==> config.mk <==
export PLATFORM = sky130hd
export DESIGN_NAME = ed25519_mul_modp_serial_flat
export DESIGN_NICKNAME = d
export VERILOG_FILES = /design/src/rtl/wd_sigverify_pkg.sv /design/src/rtl/ed25519_mul_modp_serial_if.sv /design/src/rtl/ed25519_dbl_add_modp.sv /design/src/rtl/ed25519_mul_modp_serial.sv /design/src/flat_wrapper.sv
export SDC_FILE = /design/constraint.sdc
export NUM_CORES = 2
export LEC_CHECK = 0
export CAP_MARGIN = 20
export CORE_ASPECT_RATIO = 1.5
export CORE_MARGIN = 1.5
export CORE_UTILIZATION = 50
export CTS_CLUSTER_SIZE = 10
export DETAILED_ROUTE_END_ITERATION = 10
export PLACE_DENSITY_LB_ADDON = 0.05
export SYNTH_ARGS = -nofsm -noshare
export SYNTH_HDL_FRONTEND = slang
export SYNTH_HIERARCHICAL = 1
export SYNTH_SLANG_ARGS = --single-unit
export TNS_END_PERCENT = 30
==> constraint.sdc <==
create_clock -name clk -period 45.9 [get_ports clk]
set_clock_uncertainty 0.15 [all_clocks]
set_input_delay 13.77 -clock clk [delete_from_list [all_inputs] [get_ports clk]]
set_output_delay 13.77 -clock clk [all_outputs]
set_load 0.05 [all_outputs]
==> src/rtl/wd_sigverify_pkg.sv <==
// Shared constants and types for the signature-verify datapath.
// Holds the Ed25519 field prime and the serial multiplier FSM state type.
package wd_sigverify_pkg;

  localparam logic [254:0] ED25519_P =
    255'h7fff_ffff_ffff_ffff_ffff_ffff_ffff_ffff_ffff_ffff_ffff_ffff_ffff_ffff_ffff_ffed;

  typedef enum logic [1:0] {
    IDLE,
    RUN,
    DONE
  } mul_state_e;

endpackage

==> src/rtl/ed25519_mul_modp_serial_if.sv <==
// Request/response handshake bundle for the serial modular multiplier.
interface ed25519_mul_modp_serial_if #(
  parameter int unsigned W = 255,
  parameter int unsigned M = 128
);
  logic         in_v;
  logic         in_r;
  logic [W-1:0] in0;
  logic [W-1:0] in1;
  logic [M-1:0] m_i;
  logic         out_v;
  logic         out_r;
  logic [W-1:0] out0;
  logic [M-1:0] m_o;

  modport master (
    output in_v, in0, in1, m_i, out_r,
    input  in_r, out_v, out0, m_o
  );

  modport slave (
    input  in_v, in0, in1, m_i, out_r,
    output in_r, out_v, out0, m_o
  );
endinterface

==> src/rtl/ed25519_dbl_add_modp.sv <==
// One double-and-add step of MSB-first modular multiplication.
// Inputs are canonical (< P); acc_next = (2*acc + (b ? in1 : 0)) mod P.
module ed25519_dbl_add_modp
  import wd_sigverify_pkg::*;
#(
  parameter int unsigned W = 255
) (
  input  logic [W-1:0] acc,
  input  logic [W-1:0] in1,
  input  logic         b,
  output logic [W-1:0] acc_next
);

  localparam logic [W:0] P_EXT = (W+1)'(ED25519_P);

  logic [W:0] dbl;
  logic [W:0] dbl_red;
  logic [W:0] sum;
  logic [W:0] sum_red;

  always_comb begin
    dbl      = {acc, 1'b0};
    dbl_red  = (dbl >= P_EXT) ? (dbl - P_EXT) : dbl;
    sum      = dbl_red + (b ? {1'b0, in1} : '0);
    sum_red  = (sum >= P_EXT) ? (sum - P_EXT) : sum;
    acc_next = W'(sum_red);
  end

endmodule

==> src/rtl/ed25519_mul_modp_serial.sv <==
// Bit-serial multiplier computing in0*in1 mod (2^255-19), one multiplier bit
// per cycle MSB first; result and metadata held until the consumer takes them.
module ed25519_mul_modp_serial
  import wd_sigverify_pkg::*;
#(
  parameter int unsigned W = 255,
  parameter int unsigned M = 128
) (
  input  logic                        clk,
  input  logic                        rst,
  ed25519_mul_modp_serial_if.slave    bus
);

  localparam int unsigned CW  = $clog2(W);
  localparam logic [W-1:0] P_W = W'(ED25519_P);

  mul_state_e    state_q, state_d;
  logic [W-1:0]  a_q;
  logic [W-1:0]  b_q;
  logic [W-1:0]  acc_q;
  logic [W-1:0]  acc_next;
  logic [W-1:0]  out0_q;
  logic [M-1:0]  m_q;
  logic [CW-1:0] cnt_q;
  logic [W-1:0]  in1_red;

  // The multiplicand is always < 2P, so one subtraction makes it canonical.
  assign in1_red = (bus.in1 >= P_W) ? (bus.in1 - P_W) : bus.in1;

  ed25519_dbl_add_modp #(.W(W)) u_step (
    .acc      (acc_q),
    .in1      (b_q),
    .b        (a_q[cnt_q]),
    .acc_next (acc_next)
  );

  always_ff @(posedge clk or posedge rst) begin
    if (rst) state_q <= IDLE;
    else     state_q <= state_d;
  end

  always_comb begin
    state_d = state_q;
    unique case (state_q)
      IDLE:    if (bus.in_v)       state_d = RUN;
      RUN:     if (cnt_q == '0)    state_d = DONE;
      DONE:    if (bus.out_r)      state_d = IDLE;
      default:                     state_d = IDLE;
    endcase
  end

  always_comb begin
    bus.in_r  = (state_q == IDLE);
    bus.out_v = (state_q == DONE);
  end

  always_ff @(posedge clk or posedge rst) begin
    if (rst) begin
      a_q    <= '0;
      b_q    <= '0;
      acc_q  <= '0;
      out0_q <= '0;
      m_q    <= '0;
      cnt_q  <= '0;
    end else begin
      unique case (state_q)
        IDLE: begin
          if (bus.in_v) begin
            a_q   <= bus.in0;
            b_q   <= in1_red;
            m_q   <= bus.m_i;
            acc_q <= '0;
            cnt_q <= CW'(W-1);
          end
        end
        RUN: begin
          acc_q <= acc_next;
          if (cnt_q == '0) out0_q <= acc_next;
          else             cnt_q  <= cnt_q - 1'b1;
        end
        default: ;
      endcase
    end
  end

  assign bus.out0 = out0_q;
  assign bus.m_o  = m_q;

endmodule

==> src/flat_wrapper.sv <==
// flat-port wrapper written by rule: the top's interface ports become plain ports
module ed25519_mul_modp_serial_flat import wd_sigverify_pkg::*;
#(
  parameter int unsigned W = 255,
  parameter int unsigned M = 128
)
  (clk, rst, bus_in_v, bus_in0, bus_in1, bus_m_i, bus_out_r, bus_in_r, bus_out_v, bus_out0, bus_m_o);
  ed25519_mul_modp_serial_if #(.W(W), .M(M)) bus_i ();
  input  logic clk;
  input  logic rst;
  input wire logic [$bits(bus_i.in_v)-1:0] bus_in_v;
  input wire logic [$bits(bus_i.in0)-1:0] bus_in0;
  input wire logic [$bits(bus_i.in1)-1:0] bus_in1;
  input wire logic [$bits(bus_i.m_i)-1:0] bus_m_i;
  input wire logic [$bits(bus_i.out_r)-1:0] bus_out_r;
  output wire logic [$bits(bus_i.in_r)-1:0] bus_in_r;
  output wire logic [$bits(bus_i.out_v)-1:0] bus_out_v;
  output wire logic [$bits(bus_i.out0)-1:0] bus_out0;
  output wire logic [$bits(bus_i.m_o)-1:0] bus_m_o;
  assign bus_i.in_v = bus_in_v;
  assign bus_i.in0 = bus_in0;
  assign bus_i.in1 = bus_in1;
  assign bus_i.m_i = bus_m_i;
  assign bus_i.out_r = bus_out_r;
  assign bus_in_r = bus_i.in_r;
  assign bus_out_v = bus_i.out_v;
  assign bus_out0 = bus_i.out0;
  assign bus_m_o = bus_i.m_o;
  ed25519_mul_modp_serial #(.W(W), .M(M)) u_core (.clk(clk), .rst(rst), .bus(bus_i));
endmodule
==> results of run 1 <==
[per-layer routing]
metal | overflow | global-route usage, %
met4 | 51 | 71.1
met2 | 68 | 90.0
met1 | 1 | 62.6
met3 | 3 | 37.2
met5 | 0 | 7.84
[stage by stage]
stage | setup slack (ns) | hold WS [ns] | cell area, sq um
2_1_floorplan | 15.99 | 0.290 | 85800
3_3_place_gp | 26.41 | 0.302 | 98500
3_5_place_dp | 26.19 | 0.307 | 98600
4_1_cts | 27.05 | 0.321 | 103000
[kinds of logic after synthesis]
| group | share of synthesized area (%) |
|---|---|
| adders and majority gates | 4.28 |
| DFF | 33.8 |
| buffers and inverters | 3.17 |
| xor gates and xnor gates | 7.09 |
| muxes | 5.43 |
| AOI/OAI and AO/OA | 16.7 |
| and+or+nand+nor | 29.6 |
==> impl_metrics.toml, run 1 <==
[die]
die_h_um = 510
row_count = 186
fp.dieW_um = 341
initial_core_util_pct = 50.3
ios = 1027

[yosys]
synth_cell_types = 112
syn_area_sq_um = 85800
yosysMostFrequentCell = "nand2_1"
synth_top_area_share_pct = 33.8
ys_ff_latch = 1158
syn-num-nets = 11640
seq_area_frac_synth_pct = 33.8
synthTopCellsByArea = "dfrtp_1 (34%), nand2_1 (11%), ha_1 (4.3%), xnor2_1 (4.2%), o21ai_0 (3.8%)"
ys.flop_type = "dfrtp_1"
synth_cells = 10705
syn-mean-instance-area_sq_um = 8.02
ys_warn_count = 6
yosysTopAreaCell = "dfrtp_1"
synth_edf_count = 0
yosys-top-cells-count = "nand2_1 (2471), dfrtp_1 (1158), o21ai_0 (658), nor2_1 (649), a21oi_1 (593)"
async_reset_ff_share_pct = 100

[clock_tree]
ctsResizeCount = 0
post_cts_buffers = 0
cts_root_buffer = "clkbuf_16"
hold_buffers = 0
cts_buffer_depth = 3
htreeDepth = 4
cts_sinks = 1158
cts_made_buffers = 136

[outcome]
failed_stage = "5_1_grt"
firstError = "[ERROR GRT-0116] Global routing finished with congestion. Check the congestion regions in the DRC Viewer."
status = "stopped before the end"

[place]
post-dp-hpwl_um = 419000
port_buffers = 1026
dp.cells = 13633
gp_congestion = 1.26

[global_routing]
grtUsageTotal_pct = 64.4
gr-total-overflow = 123
grt_pass1_wl_um = 803000
grt_max_degree = 169
grt_pass1_vias = 104726
==> inputs of run 2 (changes only) <==
--- a/config.mk
+++ b/config.mk
@@ -6,12 +6,10 @@
 export NUM_CORES = 2
 export LEC_CHECK = 0
 export CAP_MARGIN = 20
-export CORE_ASPECT_RATIO = 1.5
 export CORE_MARGIN = 1.5
-export CORE_UTILIZATION = 50
-export CTS_CLUSTER_SIZE = 10
+export CORE_UTILIZATION = 35
 export DETAILED_ROUTE_END_ITERATION = 10
-export PLACE_DENSITY_LB_ADDON = 0.05
+export PLACE_DENSITY_LB_ADDON = 0.15
 export SYNTH_ARGS = -nofsm -noshare
 export SYNTH_HDL_FRONTEND = slang
 export SYNTH_HIERARCHICAL = 1
==> constraint.sdc (replaced) <==
create_clock -name clk -period 59.7 [get_ports clk]
set_clock_uncertainty 0.15 [all_clocks]
set_input_delay 17.91 -clock clk [delete_from_list [all_inputs] [get_ports clk]]
set_output_delay 17.91 -clock clk [all_outputs]
set_load 0.05 [all_outputs]
==> impl_metrics.toml, run 2 <==
[yosys]
syn-mean-instance-area_sq_um = 8.02
async_reset_ff_share_pct = 100
synth_top_area_share_pct = 33.8
yosysMostFrequentCell = "nand2_1"
yosys-top-cells-count = "nand2_1 (2471), dfrtp_1 (1158), o21ai_0 (658), nor2_1 (649), a21oi_1 (593)"
ys.flop_type = "dfrtp_1"
yosysTopAreaCell = "dfrtp_1"
synth_cell_types = 112
synth_edf_count = 0
synthTopCellsByArea = "dfrtp_1 (34%), nand2_1 (11%), ha_1 (4.3%), xnor2_1 (4.2%), o21ai_0 (3.8%)"
syn_area_sq_um = 85800
seq_area_frac_synth_pct = 33.8
synth_cells = 10705
ys_warn_count = 6
syn-num-nets = 11640
ys_ff_latch = 1158

[global_routing]
grt_pass1_vias = 88758
grtUsageTotal_pct = 42.2
antenna_found_initial = 71
grt_pass1_wl_um = 735000
grt_max_degree = 203
gr-total-overflow = 0

[die]
die_h_um = 498
initial_core_util_pct = 35.3
row_count = 181
die_area_sq_um = 248000
fp.dieW_um = 498
core-area_sq_um = 243000
ios = 1027

[timing]
relSlewSlack_pct = 4.92
fmax_mhz = 44.1
grt_setup_unrepaired = "false"
tightestPinTransition_ns = 1.42
min_period_ns = 22.68
whs_ns = 0.317
drv_slew = 0
setup_ws_ns = 37.02
fin_crit_sh_pct = 38.0
final_hold_viol_count = 0
tns_ns = 0
setup_viol = 0

[finish]
fillers = 24473
drive_above_1_share_pct = 8.53
final_cells = 14905
layout_common_cells = "nand2_1 (2469), dfrtp_1 (1156), clkdlybuf4s50_1 (1026)"
layout.nets = 12491
final_common_cell = "nand2_1"
area_growth_pct = 22.3

[worst_setup_path]
start_kind = "input port"
cp.required_ns = 60.36
crit_type = "input port to asynchronous set/reset pin"
crit_path_end_kind = "asynchronous set/reset pin"
rrSetupSlack_ns = 42.46
cp.arrival_ns = 23.33
cp_max_fo = 133

[power]
finalPower_mw = 5.92
p_leak_nw = 43.0
power.density_nw_per_um2 = 56.4
ir_worst_vdd_mv = 0.0491

[drt]
drc = 0
drtIter0Drc = 12711
via_per_inst = 6.32
ant_nets = 0
wirelength_um = 545000
num_vias = 94215
wl_per_cell_um = 36.5
first_pass_iters = 8

[clock_tree]
htreeDepth = 4
cts_buffer_depth = 3
cts_tree = "yes"
cts.clk_slew.worst_paths_ns = 0.06
cts_sinks = 1158
post_cts_buffers = 0
insertion_delay_ns = 0.86
cts_made_buffers = 133
ctsResizeCount = 0
cts_root_buffer = "clkbuf_16"
hold_buffers = 0

[flow_run]
drv_cap = 0

[place]
pre_cts_slack_ns = 35.99
post-dp-hpwl_um = 462000
gp_congestion = 1.09
dp.cells = 14611
port_buffers = 1026

[worst_hold_path]
hold_path_class = "flip-flop to flip-flop"

[outcome]
status = "completed"
## run 2: cell counts after synthesis
No cell type changed its count.
## run 2: routing by layer
layer | global-route usage (%) | share of wire (%) | up-vias
li1 | - | - | 40233
met1 | 55.8 | 41 | 47320
met2 | 64.0 | 43 | 5640
met3 | 9.86 | 9.7 | 994
met4 | 21.8 | 6.0 | 28
met5 | 0 | 0.033 | -
## run 2: kinds of logic after synthesis
| group | share of synthesized area, % |
|---|---|
| compound gates | 16.7 |
| xor+xnor | 7.09 |
| fa+ha+maj | 4.28 |
| buf+inv | 3.17 |
| flops | 33.8 |
| mux | 5.43 |
| simple gates | 29.6 |
## run 2: through the flow
| stage | util, % | area (sq um) |
|---|---|---|
| final | 43.1 | 105000 |
| after global routing | 43.1 | 105000 |
| after CTS | 43.0 | 105000 |
| after detailed placement | 41.1 | 100000 |
| after global placement | 41.1 | 100000 |
| after floorplan | - | 85800 |
## run 2: path summary, 6_finish.rpt
check | startpoint | endpoint | cells past startpoint
setup / recovery | rst | u_core/bus.out0[174] | 7
hold / removal | u_core/a_q[118] | u_core/a_q[118] | 2
setup reg to reg | u_core/acc_q[142] | u_core/bus.out0[143] | 40
hold reg to reg | u_core/a_q[118] | u_core/a_q[118] | 2
max in group clk | bus_in1[180] | u_core/b_q[173] | 10
min in group asynchronous | rst | u_core/a_q[124] | 2
## run 2: critical path, stage by stage
cell	delay (ns)
clkdlybuf4s50_1	0.49
inv_8	0.57
buf_4	0.85
buf_4	0.76
buf_12	0.54
buf_4	0.80
buf_4	0.85
## run 2: final cells by class
cell class,count,area [sq um],share of cell area (%)
antenna,37,92.6,0.0882
clock buffer,190,3850,3.67
clock inverter,55,882,0.840
inverter,106,405,0.386
multi-input combinational,8882,54500,52.0
sequential,1158,29000,27.6
tap,3202,4010,3.82
timing repair buffer,1275,12200,11.6
## run 2: power breakdown
part | total, mW | internal [mW] | switching (mW)
sequential | 1.24 | 1.02 | 0.227
clock | 0.887 | 0.507 | 0.380
combinational | 3.79 | 1.11 | 2.69
total | 5.92 | 2.63 | 3.29
No activity file was read; power rests on OpenSTA's default activity.
